<file path="config.mk">
export PLATFORM = sky130hd
export DESIGN_NAME = program_loader
export DESIGN_NICKNAME = d
export VERILOG_FILES = /design/src/rtl/cpu_pkg.sv /design/src/rtl/loader_hdr_parse.sv /design/src/rtl/program_loader.sv
export SDC_FILE = /design/constraint.sdc
export NUM_CORES = 1
export LEC_CHECK = 0
export BUFFER_PORTS_ARGS = -buffer_cell sky130_fd_sc_hd__buf_2
export CAP_MARGIN = 30
export CORE_UTILIZATION = 40
export CTS_CLUSTER_SIZE = 16
export DETAILED_ROUTE_END_ITERATION = 10
export HOLD_SLACK_MARGIN = 0.12
export SLEW_MARGIN = 20
export SYNTH_ARGS = -nofsm -noshare
export SYNTH_HDL_FRONTEND = slang
export SYNTH_SLANG_ARGS = --single-unit
</file>
<file path="constraint.sdc">
create_clock -name CLK -period 2.2 [get_ports CLK]
set_input_delay 0.11 -clock CLK [delete_from_list [all_inputs] [get_ports CLK]]
set_output_delay 0.11 -clock CLK [all_outputs]
set_load 0.03 [all_outputs]
</file>
<file path="src/rtl/cpu_pkg.sv">
// Shared definitions for the boot-time program loader.
// Optional build macro PROGRAM_LOADER_CHECKSUM_EN enables the trailing XOR checksum stage.
package cpu_pkg;

    localparam int unsigned HEADER_BYTES   = 4;
    localparam int unsigned BYTES_PER_WORD = 4;

    typedef enum logic [2:0] {
        StHeader,
        StPayload,
        StCheck,
        StDone,
        StError
    } loader_state_t;

    // Header length is checked in 33 bits so that 0xFFFFFFFF cannot wrap into range.
    function automatic logic is_oversize(input logic [31:0] n, input int unsigned aw);
        logic [32:0] w_cap;
        w_cap = 33'd1 << aw;
        return {1'b0, n} > w_cap;
    endfunction

endpackage

</file>
<file path="src/rtl/loader_hdr_parse.sv">
// Length-header parser: collects four big-endian bytes into the 32-bit word count N.
// N and hdr_done are presented in the same cycle the fourth byte arrives, so the
// framing FSM can act on the header without an extra cycle of latency.
module loader_hdr_parse
    import cpu_pkg::*;
(
    input  logic        i_clk,
    input  logic        i_reset,
    input  logic        i_en,
    input  logic        i_valid,
    input  logic [7:0]  i_data,
    output logic [31:0] o_n,
    output logic        o_hdr_done
);

    // Only the first three bytes need storage; the fourth is merged combinationally.
    logic [23:0] r_shift;
    logic [1:0]  r_cnt;
    logic        w_take;

    assign w_take     = i_en && i_valid;
    assign o_n        = {r_shift, i_data};
    assign o_hdr_done = w_take && (r_cnt == 2'(HEADER_BYTES - 1));

    // Shift header bytes in MSB-first and count them.
    always_ff @(posedge i_clk) begin
        if (i_reset) begin
            r_shift <= '0;
            r_cnt   <= '0;
        end else if (w_take) begin
            r_shift <= {r_shift[15:0], i_data};
            r_cnt   <= r_cnt + 2'd1;
        end
    end

endmodule

</file>
<file path="src/rtl/program_loader.sv">
// Boot-time program loader: parses a 4-byte length header from the UART byte
// stream and forwards 4*N payload bytes to inst_fetch with start/end framing.
// Optional build macro PROGRAM_LOADER_CHECKSUM_EN adds a trailing XOR checksum byte
// that must match before the load is reported done.
module program_loader
    import cpu_pkg::*;
#(
    parameter int unsigned INST_MEM_WIDTH = 2
) (
    input  logic                      CLK,
    input  logic                      reset,
    input  logic [7:0]                rx_data,
    input  logic                      rx_valid,
    output logic [7:0]                input_data,
    output logic                      input_valid,
    output logic                      input_start,
    output logic                      input_end,
    output logic [INST_MEM_WIDTH:0]   word_count,
    output logic                      done,
    output logic                      error
);

    loader_state_t           r_state;
    logic [7:0]              r_data;
    logic                    r_valid;
    logic                    r_start;
    logic                    r_end;
    logic                    r_done;
    logic                    r_error;
    logic [INST_MEM_WIDTH:0] r_word_count;
    logic [INST_MEM_WIDTH:0] r_n_words;
    logic [1:0]              r_byte_cnt;
`ifdef PROGRAM_LOADER_CHECKSUM_EN
    logic [7:0]              r_xor;
`endif

    logic                    w_hdr_en;
    logic [31:0]             w_n;
    logic                    w_hdr_done;
    logic                    w_oversize;
    logic                    w_n_zero;
    logic [INST_MEM_WIDTH:0] w_words_next;
    logic                    w_word_end;
    logic                    w_last;

    assign w_hdr_en = (r_state == StHeader);

    loader_hdr_parse u_hdr_parse (
        .i_clk      (CLK),
        .i_reset    (reset),
        .i_en       (w_hdr_en),
        .i_valid    (rx_valid),
        .i_data     (rx_data),
        .o_n        (w_n),
        .o_hdr_done (w_hdr_done)
    );

    assign w_oversize   = is_oversize(w_n, INST_MEM_WIDTH);
    assign w_n_zero     = (w_n == 32'd0);
    assign w_words_next = r_word_count + 1'b1;
    assign w_word_end   = (r_byte_cnt == 2'(BYTES_PER_WORD - 1));
    // N never exceeds capacity once in payload, so it fits in the word counter width.
    assign w_last       = w_word_end && (w_words_next == r_n_words);

    assign input_data  = r_data;
    assign input_valid = r_valid;
    assign input_start = r_start;
    assign input_end   = r_end;
    assign word_count  = r_word_count;
    assign done        = r_done;
    assign error       = r_error;

    // Framing FSM with registered outputs; strobes default low every cycle.
    always_ff @(posedge CLK) begin
        if (reset) begin
            r_state      <= StHeader;
            r_data       <= '0;
            r_valid      <= 1'b0;
            r_start      <= 1'b0;
            r_end        <= 1'b0;
            r_done       <= 1'b0;
            r_error      <= 1'b0;
            r_word_count <= '0;
            r_n_words    <= '0;
            r_byte_cnt   <= '0;
`ifdef PROGRAM_LOADER_CHECKSUM_EN
            r_xor        <= '0;
`endif
        end else begin
            r_valid <= 1'b0;
            r_end   <= 1'b0;
            unique case (r_state)
                StHeader: begin
                    if (w_hdr_done) begin
                        if (w_oversize) begin
                            r_error <= 1'b1;
                            r_state <= StError;
                        end else if (w_n_zero) begin
                            // Empty program: open and close the frame in one cycle.
                            r_start <= 1'b1;
                            r_end   <= 1'b1;
                            r_done  <= 1'b1;
                            r_state <= StDone;
                        end else begin
                            r_start   <= 1'b1;
                            r_n_words <= w_n[INST_MEM_WIDTH:0];
                            r_state   <= StPayload;
                        end
                    end
                end
                StPayload: begin
                    if (rx_valid) begin
                        r_valid    <= 1'b1;
                        r_data     <= rx_data;
                        r_byte_cnt <= r_byte_cnt + 2'd1;
`ifdef PROGRAM_LOADER_CHECKSUM_EN
                        r_xor      <= r_xor ^ rx_data;
`endif
                        if (w_word_end) begin
                            r_word_count <= w_words_next;
                        end
                        if (w_last) begin
`ifdef PROGRAM_LOADER_CHECKSUM_EN
                            r_state <= StCheck;
`else
                            r_end   <= 1'b1;
                            r_done  <= 1'b1;
                            r_state <= StDone;
`endif
                        end
                    end
                end
`ifdef PROGRAM_LOADER_CHECKSUM_EN
                StCheck: begin
                    // Checksum byte closes the frame whether or not it matches.
                    if (rx_valid) begin
                        r_end <= 1'b1;
                        if (rx_data == r_xor) begin
                            r_done  <= 1'b1;
                            r_state <= StDone;
                        end else begin
                            r_error <= 1'b1;
                            r_state <= StError;
                        end
                    end
                end
`endif
                StDone, StError: begin
                    r_start <= 1'b0;
                end
                default: begin
                    r_start <= 1'b0;
                    r_error <= 1'b1;
                    r_state <= StError;
                end
            endcase
        end
    end

endmodule

</file>
==> results of run 1 <==
repair_timing:
| item | CTS | global route |
|---|---|---|
| resized for setup | 0 | 0 |
| endpoints found under the hold margin | 19 | 0 |
| hold buffers | 8 | 0 |
| setup endpoints to repair | 0 | 0 |
power breakdown:
part	leakage [nW]	internal [mW]	total (mW)	switching, mW
clock network	0.0362	0.217	0.514	0.296
logic	0.469	0.0498	0.123	0.0732
registers	0.405	0.924	0.939	0.0146
total	0.910	1.19	1.58	0.384
layout make-up:
type | instances | area, um^2
inverter | 2 | 7.51
tap | 67 | 83.8
timing repair buffer | 38 | 240
fill | 515 | 2420
clock inverter | 2 | 15.0
sequential | 50 | 1000
clock buffer | 5 | 68.8
multi-input combinational | 178 | 985
layout by cell type (no fill, tap or decap), types with 2 or more instances in the layout:
| master | instances |
|---|---|
| clkbuf_8 | 5 |
| dlygate4sd3_1 | 8 |
| nor2_1 | 7 |
| buf_4 | 4 |
| mux2i_1 | 3 |
| a21oi_1 | 37 |
| nand4_1 | 2 |
| nand2_1 | 76 |
| xnor2_1 | 3 |
| nor3_1 | 4 |
| or4_1 | 2 |
| a221oi_1 | 2 |
| nor4_1 | 6 |
| buf_2 | 26 |
| inv_1 | 2 |
| nand3_1 | 3 |
| clkinvlp_4 | 2 |
| dfxtp_1 | 50 |
| and4_1 | 2 |
| and2_1 | 2 |
| nand2b_1 | 7 |
| ha_1 | 3 |
| xor2_1 | 3 |
| o21ai_0 | 3 |
sequential cells by signal, summed over array words and instances (netlist names), 2 cells and up:
name,count
word_count,3
u_hdr_parse.r_shift,24
input_data,8
r_n_words,3
r_state,3
r_byte_cnt,2
u_hdr_parse.r_cnt,2
worst paths after layout:
kind,cells after the start,startpoint,slack (ns),to
min,2,reset,0.28,word_count[2]$_SDFFE_PP0P_
min reg2reg,2,input_data[2]$_SDFFE_PP0P_,0.45,input_data[2]$_SDFFE_PP0P_
max,6,rx_data[3],0.22,r_n_words[1]$_SDFFE_PP0P_
max reg2reg,4,u_hdr_parse.r_shift[13]$_SDFFE_PP0P_,0.39,r_n_words[1]$_SDFFE_PP0P_
stage by stage:
step | total power, mW | instance area (um^2)
final | 1.58 | 2400
after global routing | 1.64 | 2400
after CTS | 1.60 | 2400
after detailed placement | 1.07 | 2240
after global placement | 1.07 | 2240
after floorplan | 1.03 | 2050
metal layers:
| metal | routed length, um | global-route usage [%] | part of all wire (%) | vias to the layer above |
|---|---|---|---|---|
| met1 | 2180 | 23.3 | 51 | 769 |
| met2 | 1880 | 26.1 | 44 | 26 |
| met3 | 141 | 3.43 | 3.3 | 7 |
| met4 | 66 | 7.05 | 1.5 | 0 |
| met5 | 0 | 0 | 0 | - |
| li1 | - | - | - | 888 |
cell families (layout without fill, tap and decap cells):
group                      after synthesis  count (layout)  synth area share [%]
and+or+nand+nor                        118             118                  28.0
muxes                                    3               3                  1.47
DFF                                     50              50                  48.9
AOI/OAI and AO/OA                       47              47                  12.8
xor gates and xnor gates                 7               7                  3.73
buffers and inverters                   16              47                  3.24
adders and majority gates                3               3                  1.84
==> results.toml, run 1 <==
[place]
dp_hpwl_mm = 2.86
place_congestion = 0.776
placed_cells = 327
io_buffers = 26
dp_slack_ns = 0.389

[global_route]
grt_pass1_wl_mm = 7.03
grt_max_degree = 34
first_global_vias = 1526
grt_use_total_pct = 17.0
antenna_found_initial = 0
grt_remaining_overflow = 0

[critical_path]
crit_slowest_cell = "or4_4"
worstSetupPathType = "in2reg"
path_buf_inv = 2
cp_top_family = "simple AND/OR/NAND/NOR gates"
crit_chain = "dlygate4sd3_1 > buf_2 > or4_4 > nor4_4 > and4_1 > mux2i_1"
max_stage_delay_ns = 0.56
cp-start-kind = "input port"
worstPathArrival_ns = 2.22
critPathMaxFanout = 5
cp_data_required_time_ns = 2.44
worstSetupEndpointType = "flip-flop"

[timing]
finalSetupTns_ns = 0
slew_viol_final = 0
setup-violations-final = 0
hold_viol = 0
worst_pin_slew_ns = 0.578
clock_skew_ns = 0.00745
relSlewSlack_pct = 61.4
whs_ns = 0.282
timing.final.crit_share_pct = 90.1
layout_setup_ws_ns = 0.218
clock.fmax_ghz = 0.505
period_minus_slack_ns = 1.98
rsz0062_at_grt = "false"

[die]
io_pins = 27
start_util_pct = 42.5
dieHeight_um = 73.5
die_area_um2 = 5400
chipWidth_um = 73.5
coreArea_um2 = 4820
rows = 25

[cells_and_area]
area_delta_synth_final_pct = 17.4
final_nets = 289
final_layout_size_suffix_gt1_share_pct = 15.6
final_cells = 342
final_util_pct = 49.8
num_antenna_cells = 0

[power_and_ir_drop]
vdd_drop_max_uv = 460
leakage_nw = 0.910
power_density_nw_per_um2 = 656

[yosys]
synth_commonest_cells = "nand2_1, dfxtp_1, a21oi_1, clkbuf_1"
post_synth.cell_area_avg_um2 = 8.38
synthCells = 244
synthDistinctLibCells = 36
ys_seq_area_share_pct = 48.9
synth_nets = 258
synth_seq_cells = 50
ys.warnings.count = 0
synth.area.top_cells = "dfxtp_1, nand2_1, a21oi_1, nand2b_1, clkbuf_1"
synth_top_area_share_pct = 48.9
synth_largest_area_cell = "dfxtp_1"
syn_area_um2 = 2050
synth_edf_count = 0
yosysMostFrequentCell = "nand2_1"
synth_ff_type = "dfxtp_1"
ys_async_sr_fraction_pct = 0

[clocking]
cts_sinks = 50
cts_tree = "done"
htree_levels = 2
clkSlewWorstSetupHoldPaths_ns = 0.09
numCtsBuffers = 5
postCtsSetupBuffers = 0
clock_path_buffers = 2
clk_latency_ns = 0.30
cts-root-buf = "clkbuf_8"

[flow_run]
cap_violations = 0

[route]
wl_per_cell_um = 12.5
drc = 0
avgViaCountPerCell = 4.94
ant_nets = 0
dr.pass1.iters = 4
num_vias = 1690
drtIter0Drc = 77
finalWirelength_mm = 4.27

[worst_hold_path]
hp-class = "in2reg"

[outcome]
status = "complete, no violations"
(Power assumes the default switching activity.)
==> inputs of run 2 (changes only) <==
- SKIP_LAST_GASP: default -> 1
- clock period: 2.2 -> 2.4 ns (I/O delays scaled with it)
==> run 2 against run 1 <==
Clock skew shrank 0.0011 ns. Die area is the same. Clock power grew 39%. Non-clock buffer count is the same. Sequential cell count is the same. Clock-buffer cell count grew 1. Largest cell class unchanged. Critical path type unchanged. Highest routed layer unchanged.
==> results.toml, run 2 (synthesized netlist as in run 1, its figures left out) <==
[power_and_ir_drop]
seqPwrFrac_pct = 50.9
vdd_drop_max_uv = 364
power_mw = 1.69
power_density_nw_per_um2 = 687
leakage_nw = 0.945
p_switching_mw = 0.353
pwr-share-clk_pct = 42.4
p_sw_share_pct = 20.9
p_int_mw = 1.34
comb_power_share_pct = 6.6

[global_route]
first_global_vias = 1590
grt_remaining_overflow = 0
grt_busiest_layer = "met2"
grtUsageMet1_pct = 23.3
grt_pass1_wl_mm = 7.16
antenna_found_initial = 0
grt_use_total_pct = 17.3
grt_max_degree = 32
gr-usage-met3_pct = 4.25
grt_util_met2_pct = 27.0

[route]
drtIter0Drc = 85
avgViaCountPerCell = 4.96
num_vias = 1702
dr.pass1.iters = 4
drc = 0
finalWirelength_mm = 4.25
ant_nets = 0
wl_per_cell_um = 12.4

[die]
start_util_pct = 42.5
coreArea_um2 = 4820
rows = 25
die_area_um2 = 5400
dieHeight_um = 73.5
chipWidth_um = 73.5
io_pins = 27

[timing]
hold_viol = 0
worst_pin_slew_ns = 0.549
period_minus_slack_ns = 2.00
timing.final.crit_share_pct = 83.2
clock.fmax_ghz = 0.501
clock_skew_ns = 0.00632
setup-violations-final = 0
relSlewSlack_pct = 63.4
finalSetupTns_ns = 0
rsz0062_at_grt = "false"
slew_viol_final = 0

[clocking]
htree_levels = 2
clkSlewWorstSetupHoldPaths_ns = 0.09
clk_latency_ns = 0.30
numCtsBuffers = 5
cts_sinks = 50
clock_path_buffers = 2
cts_tree = "done"
cts-root-buf = "clkbuf_8"
postCtsSetupBuffers = 0

[critical_path]
worstSetupEndpointType = "flip-flop"
critPathMaxFanout = 5
max_stage_delay_ns = 0.56
crit_chain = "dlygate4sd3_1 > buf_2 > or4_4 > nor4_4 > and4_1 > mux2i_1"
reg2reg_to = "r_n_words[2]$_SDFFE_PP0P_"
path_buf_inv = 2
reg2reg_depth = 4
cp-start-kind = "input port"
cp_top_family = "simple AND/OR/NAND/NOR gates"
worstSetupPathType = "in2reg"
crit_slowest_cell = "or4_4"
reg2reg_from = "u_hdr_parse.r_shift[13]$_SDFFE_PP0P_"
rrSetupSlack_ns = 0.59
cp_data_required_time_ns = 2.64
worstPathArrival_ns = 2.23

[cells_and_area]
final-seq-area_um2 = 1000
finalInstanceArea_um2 = 2460
final_nets = 289
regMostFlops = "u_hdr_parse.r_shift"
final_util_pct = 51.1
nFillCells = 503
largest_reg_flops = 24
num_antenna_cells = 0
final_layout_size_suffix_gt1_share_pct = 15.9
layout_commonest_cell = "nand2_1"
layout_common_cells = "nand2_1, dfxtp_1, a21oi_1"
area_delta_synth_final_pct = 20.2
multiInputGateArea_um2 = 985

[worst_hold_path]
whs_path_depth = 2
holdPathEnd = "word_count[2]$_SDFFE_PP0P_"
worstHoldStart = "reset"
hp-class = "in2reg"

[outcome]
status = "complete, no violations"

[place]
dp_hpwl_mm = 2.86
place_congestion = 0.756
place_area_um2 = 2240
io_buffers = 26

[flow_run]
cap_violations = 0
==> run 2: worst max-delay path by stage <==
stage / from / end / depth (start not counted)
floorplan: word_count[0]$_SDFFE_PP0P_ / done$_SDFFE_PP0P_ / 5
global placement: u_hdr_parse.r_shift[13]$_SDFFE_PP0P_ / r_n_words[1]$_SDFFE_PP0P_ / 4
detailed placement: u_hdr_parse.r_shift[13]$_SDFFE_PP0P_ / r_n_words[2]$_SDFFE_PP0P_ / 4
CTS: rx_data[3] / r_n_words[2]$_SDFFE_PP0P_ / 6
global route: rx_data[3] / r_n_words[2]$_SDFFE_PP0P_ / 6
finish: rx_data[3] / r_n_words[2]$_SDFFE_PP0P_ / 6
==> run 2: timing repair <==
item | 4_1_cts | 5_1_grt
hold buffers | 8 | 0
endpoints found under the hold margin | 18 | 0
gates resized for setup | 0 | 0
==> run 2: through the flow <==
step | hold WS (ns) | setup WS (ns) | cells
2_1_floorplan | 0.256 | 0.671 | 244
3_3_place_gp | 0.389 | 0.646 | 327
3_5_place_dp | 0.392 | 0.613 | 327
4_1_cts | 0.265 | 0.430 | 343
5_1_grt | 0.291 | 0.293 | 343
6_report | 0.279 | 0.404 | 343
==> run 2: metal layers <==
metal  share of wire (%)  routed length, um
met1                  51               2190
met4                 1.2                 53
met5                   0                  0
met3                 3.1                133
met2                  44               1880
==> run 2: layout make-up <==
class                      instances  share of cell area (%)
clock buffer                       6                    3.36
clock inverter                     2                    2.44
inverter                           2                   0.305
multi-input combinational        178                    40.0
sequential                        50                    40.7
tap                               67                    3.41
timing repair buffer              38                    9.77
==> run 2: power by group through the flow <==
stage / clock [mW] / combinational, mW / sequential (mW)
after floorplan: 0 / 0.0692 / 0.876
after global placement: 0 / 0.102 / 0.880
after detailed placement: 0 / 0.103 / 0.880
after CTS: 0.738 / 0.113 / 0.861
after global routing: 0.770 / 0.126 / 0.863
final: 0.717 / 0.112 / 0.860
==> inputs of run 3 (changes only) <==
- clock period: 2.4 -> 2 ns (I/O delays scaled with it)
==> run 3 against run 2 <==
Non-clock buffer count unchanged. Combinational power grew 21%. First-iteration DRC count decreased by 24%. Sequential share of layout area rose by 0.50 points. Core utilization is 0.62 points lower. Design area shrank 1.2%. Sequential power grew 20%. Global-route usage decreased by 0.063 points. Setup slack worse by 0.25 ns. Die area did not move. Clock power is 2% lower. Critical endpoint is now r_n_words[1]$_SDFFE_PP0P_. Largest cell class unchanged. Largest power group unchanged.
==> results.toml, run 3 (synthesized netlist as in run 1, its figures left out) <==
[outcome]
status = "complete, no violations"

[timing]
relSlewSlack_pct = 61.6
worst_pin_slew_ns = 0.576
finalSetupTns_ns = 0
period_minus_slack_ns = 1.84
hold_viol = 0
clock_skew_ns = 0.00614
setup-violations-final = 0
slew_viol_final = 0
whs_ns = 0.278
clock.fmax_ghz = 0.543
rsz0062_at_grt = "false"
timing.final.crit_share_pct = 92.1

[die]
coreArea_um2 = 4820
chipWidth_um = 73.5
rows = 25
dieHeight_um = 73.5
start_util_pct = 42.5
die_area_um2 = 5400
io_pins = 27

[power_and_ir_drop]
leakage_nw = 0.926
vdd_drop_max_uv = 353
power_density_nw_per_um2 = 769
power_mw = 1.87

[cells_and_area]
final_nets = 289
final_cells = 343
final_util_pct = 50.4
num_antenna_cells = 0
layout_common_cells = "nand2_1, dfxtp_1, a21oi_1"
final_layout_size_suffix_gt1_share_pct = 15.9
regMostFlops = "u_hdr_parse.r_shift"
largest_reg_flops = 24
layout_commonest_cell = "nand2_1"
area_delta_synth_final_pct = 18.8

[global_route]
first_global_vias = 1574
grt_remaining_overflow = 0
grt_pass1_wl_mm = 7.18
antenna_found_initial = 0
grt_use_total_pct = 17.2
grt_max_degree = 34

[critical_path]
cp-start-kind = "input port"
max_stage_delay_ns = 0.57
cp_top_family = "simple AND/OR/NAND/NOR gates"
crit_chain = "dlygate4sd3_1 > buf_2 > or4_4 > nor4_4 > and4_4 > mux2i_1"
cp_data_required_time_ns = 2.23
path_buf_inv = 2
worstPathArrival_ns = 2.07
worstSetupEndpointType = "flip-flop"
worstSetupPathType = "in2reg"
rrSetupSlack_ns = 0.18
crit_slowest_cell = "or4_4"
critPathMaxFanout = 5

[route]
avgViaCountPerCell = 4.98
num_vias = 1708
ant_nets = 0
wl_per_cell_um = 12.7
dr.pass1.iters = 5
finalWirelength_mm = 4.35
drtIter0Drc = 65
drc = 0

[clocking]
cts_tree = "done"
htree_levels = 2
clk_latency_ns = 0.30
cts-root-buf = "clkbuf_8"
numCtsBuffers = 5
clock_path_buffers = 2
cts_sinks = 50
postCtsSetupBuffers = 0
clkSlewWorstSetupHoldPaths_ns = 0.09

[place]
io_buffers = 26
dp_hpwl_mm = 2.86
place_congestion = 0.770
placed_cells = 327

[flow_run]
cap_violations = 0

[worst_hold_path]
hp-class = "in2reg"
## run 3: cell count changes in the layout (fill, tap and decap cells not counted), sizes merged
cell,delta
bufinv,-1
clkinvlp,+1
## run 3: worst paths after layout
kind	end	startpoint	depth (start not counted)
max	r_n_words[1]$_SDFFE_PP0P_	rx_data[3]	6
min	word_count[2]$_SDFFE_PP0P_	reset	2
min reg2reg	input_data[1]$_SDFFE_PP0P_	input_data[1]$_SDFFE_PP0P_	2
max reg2reg	r_n_words[1]$_SDFFE_PP0P_	u_hdr_parse.r_shift[23]$_SDFFE_PP0P_	4
## run 3: metal layers
metal,GRT usage (%),up-vias,share of wire [%]
met5,0,-,0
li1,-,891,-
met1,23.9,792,53
met2,26.4,23,44
met4,5.77,0,0.64
met3,3.84,2,2.7
## run 3: area by class of cell
class	count	area [um^2]
inverters	2	7.51
fillers	482	2390
clock buffers	6	72.6
repair buffers	38	240
clock inverters	2	37.5
flip-flops and latches	50	1000
well taps	67	83.8
multi-input cells	178	987
## run 3: metrics by stage
step | worst slack [ns] | cell area, um^2
after CTS | 0.0257 | 2430
after global placement | 0.241 | 2240
after global routing | 0.0786 | 2430
after floorplan | 0.271 | 2050
final | 0.157 | 2430
after detailed placement | 0.196 | 2240
## run 3: where the power goes
group          total [mW]  internal (mW)  switching [mW]
Combinational       0.136         0.0549          0.0815
Clock               0.700          0.373           0.326
Sequential           1.03           1.02          0.0159
## run 3: what timing repair did
item | 4_1_cts | 5_1_grt
hold endpoints to repair | 19 | 0
resized for setup | 0 | 2
hold buffers | 8 | 0
setup endpoints to repair | 0 | 3
